$ cat config.mk
export PLATFORM = sky130hd
export DESIGN_NAME = aud_seq
export DESIGN_NICKNAME = d
export VERILOG_FILES = /design/src/rtl/aud_seq.sv
export SDC_FILE = /design/constraint.sdc
export NUM_CORES = 1
export LEC_CHECK = 0
export ABC_AREA = 1
export CORE_ASPECT_RATIO = 1.2
export CORE_MARGIN = 3
export CORE_UTILIZATION = 35
export CTS_CLUSTER_DIAMETER = 150
export DETAILED_ROUTE_END_ITERATION = 16
export GPL_TIMING_DRIVEN = 0
export PLACE_DENSITY = 0.78
export SETUP_SLACK_MARGIN = 0.5
export SLEW_MARGIN = 20
export SYNTH_ARGS = -nofsm -noshare
export SYNTH_HDL_FRONTEND = slang
export SYNTH_SLANG_ARGS = --single-unit
$ cat constraint.sdc
create_clock -name i_clk -period 4.4 [get_ports i_clk]
set_input_delay 0.88 -clock i_clk [delete_from_list [all_inputs] [get_ports i_clk]]
set_output_delay 0.88 -clock i_clk [all_outputs]
set_load 0.02 [all_outputs]
$ cat src/rtl/aud_seq.sv
// aud_seq: record/play transport sequencer with registered one-cycle commands; define AUD_SEQ_LOOP_EN to loop playback at end of data
module aud_seq #(
  parameter int ADDR_W  = 20,
  parameter int HOLDOFF = 4
) (
  input  logic              i_clk,
  input  logic              i_rst_n,
  input  logic              i_key_rec,
  input  logic              i_key_play,
  input  logic              i_key_stop,
  input  logic [ADDR_W-1:0] i_rec_addr,
  input  logic [ADDR_W-1:0] i_play_addr,
  output logic              o_rec_start,
  output logic              o_rec_pause,
  output logic              o_rec_stop,
  output logic              o_dsp_start,
  output logic              o_dsp_pause,
  output logic              o_dsp_stop,
  output logic              o_sram_sel,
  output logic [ADDR_W-1:0] o_end_addr,
  output logic [2:0]        o_state
);
  localparam logic [2:0] S_IDLE       = 3'd0;
  localparam logic [2:0] S_REC        = 3'd1;
  localparam logic [2:0] S_REC_PAUSE  = 3'd2;
  localparam logic [2:0] S_PLAY       = 3'd3;
  localparam logic [2:0] S_PLAY_PAUSE = 3'd4;
  localparam logic [2:0] S_RESTART    = 3'd5;
  localparam int HW = (HOLDOFF < 1) ? 1 : $clog2(HOLDOFF + 1);
`ifdef AUD_SEQ_LOOP_EN
  localparam logic LOOP = 1'b1;
`else
  localparam logic LOOP = 1'b0;
`endif
  logic [2:0]        state_q, state_d;
  logic [ADDR_W-1:0] end_addr_q, end_addr_d;
  logic [HW-1:0]     hold_q, hold_d;
  logic              sram_sel_q, sram_sel_d;
  logic              rec_start_q, rec_start_d, rec_pause_q, rec_pause_d, rec_stop_q, rec_stop_d;
  logic              dsp_start_q, dsp_start_d, dsp_pause_q, dsp_pause_d, dsp_stop_q, dsp_stop_d;
  logic              k_stop, k_rec, k_play, full, done;
  always_comb begin
    k_stop      = i_key_stop;
    k_rec       = i_key_rec & ~i_key_stop;
    k_play      = i_key_play & ~i_key_rec & ~i_key_stop;
    full        = &i_rec_addr;
    done        = (hold_q == '0) && (i_play_addr >= end_addr_q);
    state_d     = state_q;
    end_addr_d  = end_addr_q;
    rec_start_d = 1'b0;
    rec_pause_d = 1'b0;
    rec_stop_d  = 1'b0;
    dsp_start_d = 1'b0;
    dsp_pause_d = 1'b0;
    dsp_stop_d  = 1'b0;
    hold_d      = (state_q == S_PLAY && hold_q != '0) ? hold_q - 1'b1 : hold_q;
    case (state_q)
      S_IDLE: begin
        if (k_rec) begin
          rec_start_d = 1'b1;
          state_d     = S_REC;
        end else if (k_play && end_addr_q != '0) begin
          dsp_start_d = 1'b1;
          state_d     = S_PLAY;
        end
      end
      S_REC, S_REC_PAUSE: begin
        if (k_stop || (state_q == S_REC && full)) begin
          rec_stop_d = 1'b1;
          end_addr_d = i_rec_addr;
          state_d    = S_IDLE;
        end else if (k_rec) begin
          rec_pause_d = state_q == S_REC;
          rec_start_d = state_q == S_REC_PAUSE;
          state_d     = (state_q == S_REC) ? S_REC_PAUSE : S_REC;
        end
      end
      S_PLAY: begin
        if (k_stop || done) begin
          dsp_stop_d = 1'b1;
          state_d    = (LOOP && !k_stop) ? S_RESTART : S_IDLE;
        end else if (k_play) begin
          dsp_pause_d = 1'b1;
          state_d     = S_PLAY_PAUSE;
        end
      end
      S_PLAY_PAUSE: begin
        if (k_stop) begin
          dsp_stop_d = 1'b1;
          state_d    = S_IDLE;
        end else if (k_play) begin
          dsp_start_d = 1'b1;
          state_d     = S_PLAY;
        end
      end
      S_RESTART: begin
        dsp_start_d = !k_stop;
        state_d     = k_stop ? S_IDLE : S_PLAY;
      end
      default: state_d = S_IDLE;
    endcase
    // every entry into PLAY (start, resume, restart) masks end detection afresh
    if (state_d == S_PLAY && state_q != S_PLAY) hold_d = HW'(HOLDOFF);
    sram_sel_d = (state_d == S_REC) || (state_d == S_REC_PAUSE);
  end
  always_ff @(posedge i_clk) begin
    if (!i_rst_n) begin
      state_q     <= S_IDLE;
      end_addr_q  <= '0;
      hold_q      <= '0;
      sram_sel_q  <= 1'b0;
      rec_start_q <= 1'b0;
      rec_pause_q <= 1'b0;
      rec_stop_q  <= 1'b0;
      dsp_start_q <= 1'b0;
      dsp_pause_q <= 1'b0;
      dsp_stop_q  <= 1'b0;
    end else begin
      state_q     <= state_d;
      end_addr_q  <= end_addr_d;
      hold_q      <= hold_d;
      sram_sel_q  <= sram_sel_d;
      rec_start_q <= rec_start_d;
      rec_pause_q <= rec_pause_d;
      rec_stop_q  <= rec_stop_d;
      dsp_start_q <= dsp_start_d;
      dsp_pause_q <= dsp_pause_d;
      dsp_stop_q  <= dsp_stop_d;
    end
  end
  assign o_state     = state_q;
  assign o_end_addr  = end_addr_q;
  assign o_sram_sel  = sram_sel_q;
  assign o_rec_start = rec_start_q;
  assign o_rec_pause = rec_pause_q;
  assign o_rec_stop  = rec_stop_q;
  assign o_dsp_start = dsp_start_q;
  assign o_dsp_pause = dsp_pause_q;
  assign o_dsp_stop  = dsp_stop_q;
endmodule

==> flow_summary.toml <==
[run_status]
outcome = "completed"

[critical_path]
worst_path_largest_cell_delay_ps = 440
crit_arrival_ps = 2530
startpoint_class_of_the_critical_path = "primary input"
timing.critical_path.to_type = "register"
critical-path-slowest-cell = "clkdlybuf4s50_1"
crit_path_max_fanout = 3
worst_ep_required_time_ps = 4560
worstPathCellList = "clkdlybuf4s50_1, ha_1, nand2_1, nor2_1, nand2_1, nor2_1, nand2_1, nand4_1, nand2_1, nand3_1, a21oi_1"
critical_path.most_common_cell = "nand2_1"
setup.worst_path.class = "in -> reg"

[power]
seq_power_share_pct = 41.3
p_leak_nw = 1.232
power_report.internal_total_mw = 0.5556
pwr_density_cell_mw_per_mm2 = 275.6
power.share.switching_pct = 30.17
net_switching_power_mw = 0.2400
power.combinational.fraction_pct = 29.9
ir_drop_uv = 118.4
power.clock.fraction_pct = 28.8

[clock_tree]
tritoncts.num_buffers = 5
clk-insertion-delay-late_ps = 280
cts.htree.levels = 2
post_cts_resize_count = 0
tritoncts = "yes"
post-cts-setup-buffer-count = 0
tritoncts_num_sinks = 33
clkTransAtPathRegs_ps = 70
ctsHoldBuffers = 0
cts_root_buf = "clkbuf_8"
cts-root-to-sink-buffers = 2

[global_route]
antenna_found_initial = 0
grt_start_max_net_pins = 11
global_route.overflow_total = 0
gr-usage-all-layers_pct = 16.75
number_of_global_route_vias_before_repair = 2021
grt_pass1_wl_um = 8542

[synth]
synth_area_per_cell_sq_um = 7.003
synth.yosys.warnings = 0
yosysUniqueCellTypes = 26
synth.area.top_cells = "dfxtp_1 33%, ha_1 14%, nand2_1 11%, a21oi_1 8.8%, inv_1 8.0%"
synth_seq_cells = 33
cells_after_synthesis = 283
synth_area_leader_cell = "dfxtp_1"
sequential_share_of_the_synthesized_area_pct = 33.33
synthDominantCellAreaShare_pct = 33.33
mappedNetlistArea_sq_mm = 0.001982
syn_nets = 350

[drt]
drc_errors = 0
number_of_design_rule_violations_left_by_the_first_detailed_router_iteration = 85
detail_route.vias_per_cell = 4.960
final_antenna_net_count = 0
drt-pass1-iter-count = 5
detail_route.wirelength_um = 5406
vias = 2113
routedWlPerCell_um = 12.69

[timing]
min_period_over_period_pct = 53.88
max_freq_mhz = 421.8
transition_time_of_the_tightest_slew_check_pin_ps = 411.3
hold_violation_count_in_the_final_report = 0
final_max_slew_violation_count = 0
timing.max_slew.rel_slack_pct = 72.58
timing.clock.skew_ps = 7.271
period_needed_ps = 2371
rsz_0062_raised_after_global_routing = "no"
report.final.setup_viol = 0
tns_ps = 0

[cells_and_area]
diodes = 0
mostFrequentLayoutCell = "clkdlybuf4s50_1"
layout-area-overhead-vs-synth_pct = 45.64
filler_cell_count = 526
design_area_sq_mm = 0.002887
layout_common_cells = "74 x clkdlybuf4s50_1, 56 x nand2_1, 42 x inv_1, 35 x a21oi_1, 33 x dfxtp_1"
drive_above_1_share_pct = 4.670
nNetsFinal = 431

[die]
die-area_sq_mm = 0.006605
io_pins = 75
placement_rows = 29
initial_cell_density_of_the_core_pct = 36.91
die_width_um = 74.70
die_h_um = 88.43
fp.coreArea_sq_mm = 0.005370

[placed_design]
place_area_sq_mm = 0.002800
dpl.hpwl_um = 4431
globalplace.congestion = 0.8477
io_buffers = 74

[worst_hold_path]
hold_path.class = "reg -> reg"

[job]
cap_violations = 0
## final timing paths
| kind | start | endpoint | slack (ps) | depth (start not counted) |
|---|---|---|---|---|
| hold / removal | o_end_addr[16] | o_end_addr[16] | 500 | 2 |
| setup / recovery | i_play_addr[17] | o_state[2] | 2030 | 11 |
| hold reg to reg | o_end_addr[16] | o_end_addr[16] | 500 | 2 |
| setup reg to reg | o_end_addr[17] | o_state[2] | 2620 | 11 |
## synth_stat cells
master and number:
clkinv_1 1, ha_1 22, o21bai_1 1, nand3_2 1
clkbuf_1 2, or2_1 1, nor3_1 4, nand2_4 1
inv_2 3, nor4_1 2, o21ai_0 3, o21a_1 1
a21oi_1 35, nand4_1 8, nand3b_1 1, xor2_1 1
buf_6 4, nand2_1 56, nand3_1 11, a21o_1 1
nand2_2 1, nor2_1 28, inv_1 42, dfxtp_1 33
nor3_2 1, o21ai_1 19
## worst max-delay path: cells and delay by family
family | cells | cell delay [ps]
AO/OA/AOI/OAI | 1 | 70
adder cells (fa/ha/maj) | 1 | 330
buffers and inverters | 1 | 440
AND/OR/NAND/NOR | 8 | 820
## flip-flops by register name, indices dropped and copies added, names as in the netlist
name	count
o_end_addr	20
hold_q	3
o_state	3
o_dsp_pause	1
o_dsp_start	1
o_dsp_stop	1
o_rec_pause	1
o_rec_start	1
o_rec_stop	1
o_sram_sel	1
## power groups by stage
stage          registers (mW)  clock network [mW]  logic, mW
3_3_place_gp            0.334                   0      0.232
3_5_place_dp            0.335                   0      0.238
4_1_cts                 0.328               0.233      0.240
6_report                0.328               0.229      0.238
2_1_floorplan           0.354                   0      0.110
5_1_grt                 0.330               0.248      0.266
## logic make-up (layout without fill, tap and decap cells)
group	Yosys count	count (layout)	synth area share, %
flops	33	33	33.33
buf+inv	52	133	11.36
compound gates	60	60	15.53
simple gates	115	115	25.44
fa+ha+maj	22	22	13.89
xor+xnor	1	1	0.4420
## stage by stage
stage,util (%),instances,hold WS [ps],power [mW],setup WS [ps]
CTS,53.75,426,505.6,0.8012,2018
finish,53.75,426,503.5,0.7956,2029
global route,53.75,426,528.5,0.8442,1798
floorplan,-,283,450.7,0.4638,2404
detailed placement,52.14,419,486.4,0.5729,1769
global placement,52.14,419,461.2,0.5666,1815
## per-layer routing
metal	global-route usage, %	routed length [um]	up-vias
met5	0	0	-
met4	4.369	56	0
met3	3.864	258	9
met2	33.09	2977	51
met1	17.20	2114	961
li1	-	-	1092
## final cells by class
class	count	area, sq um	share of cell area, %
well taps	62	77.57	2.687
repair buffers	74	740.7	25.66
multi-input cells	198	1096	37.97
inverters	46	172.7	5.982
plain buffers	6	52.55	1.821
clock buffers	7	86.33	2.991
flip-flops and latches	33	660.6	22.89
Power figures use the tool's default switching activity.
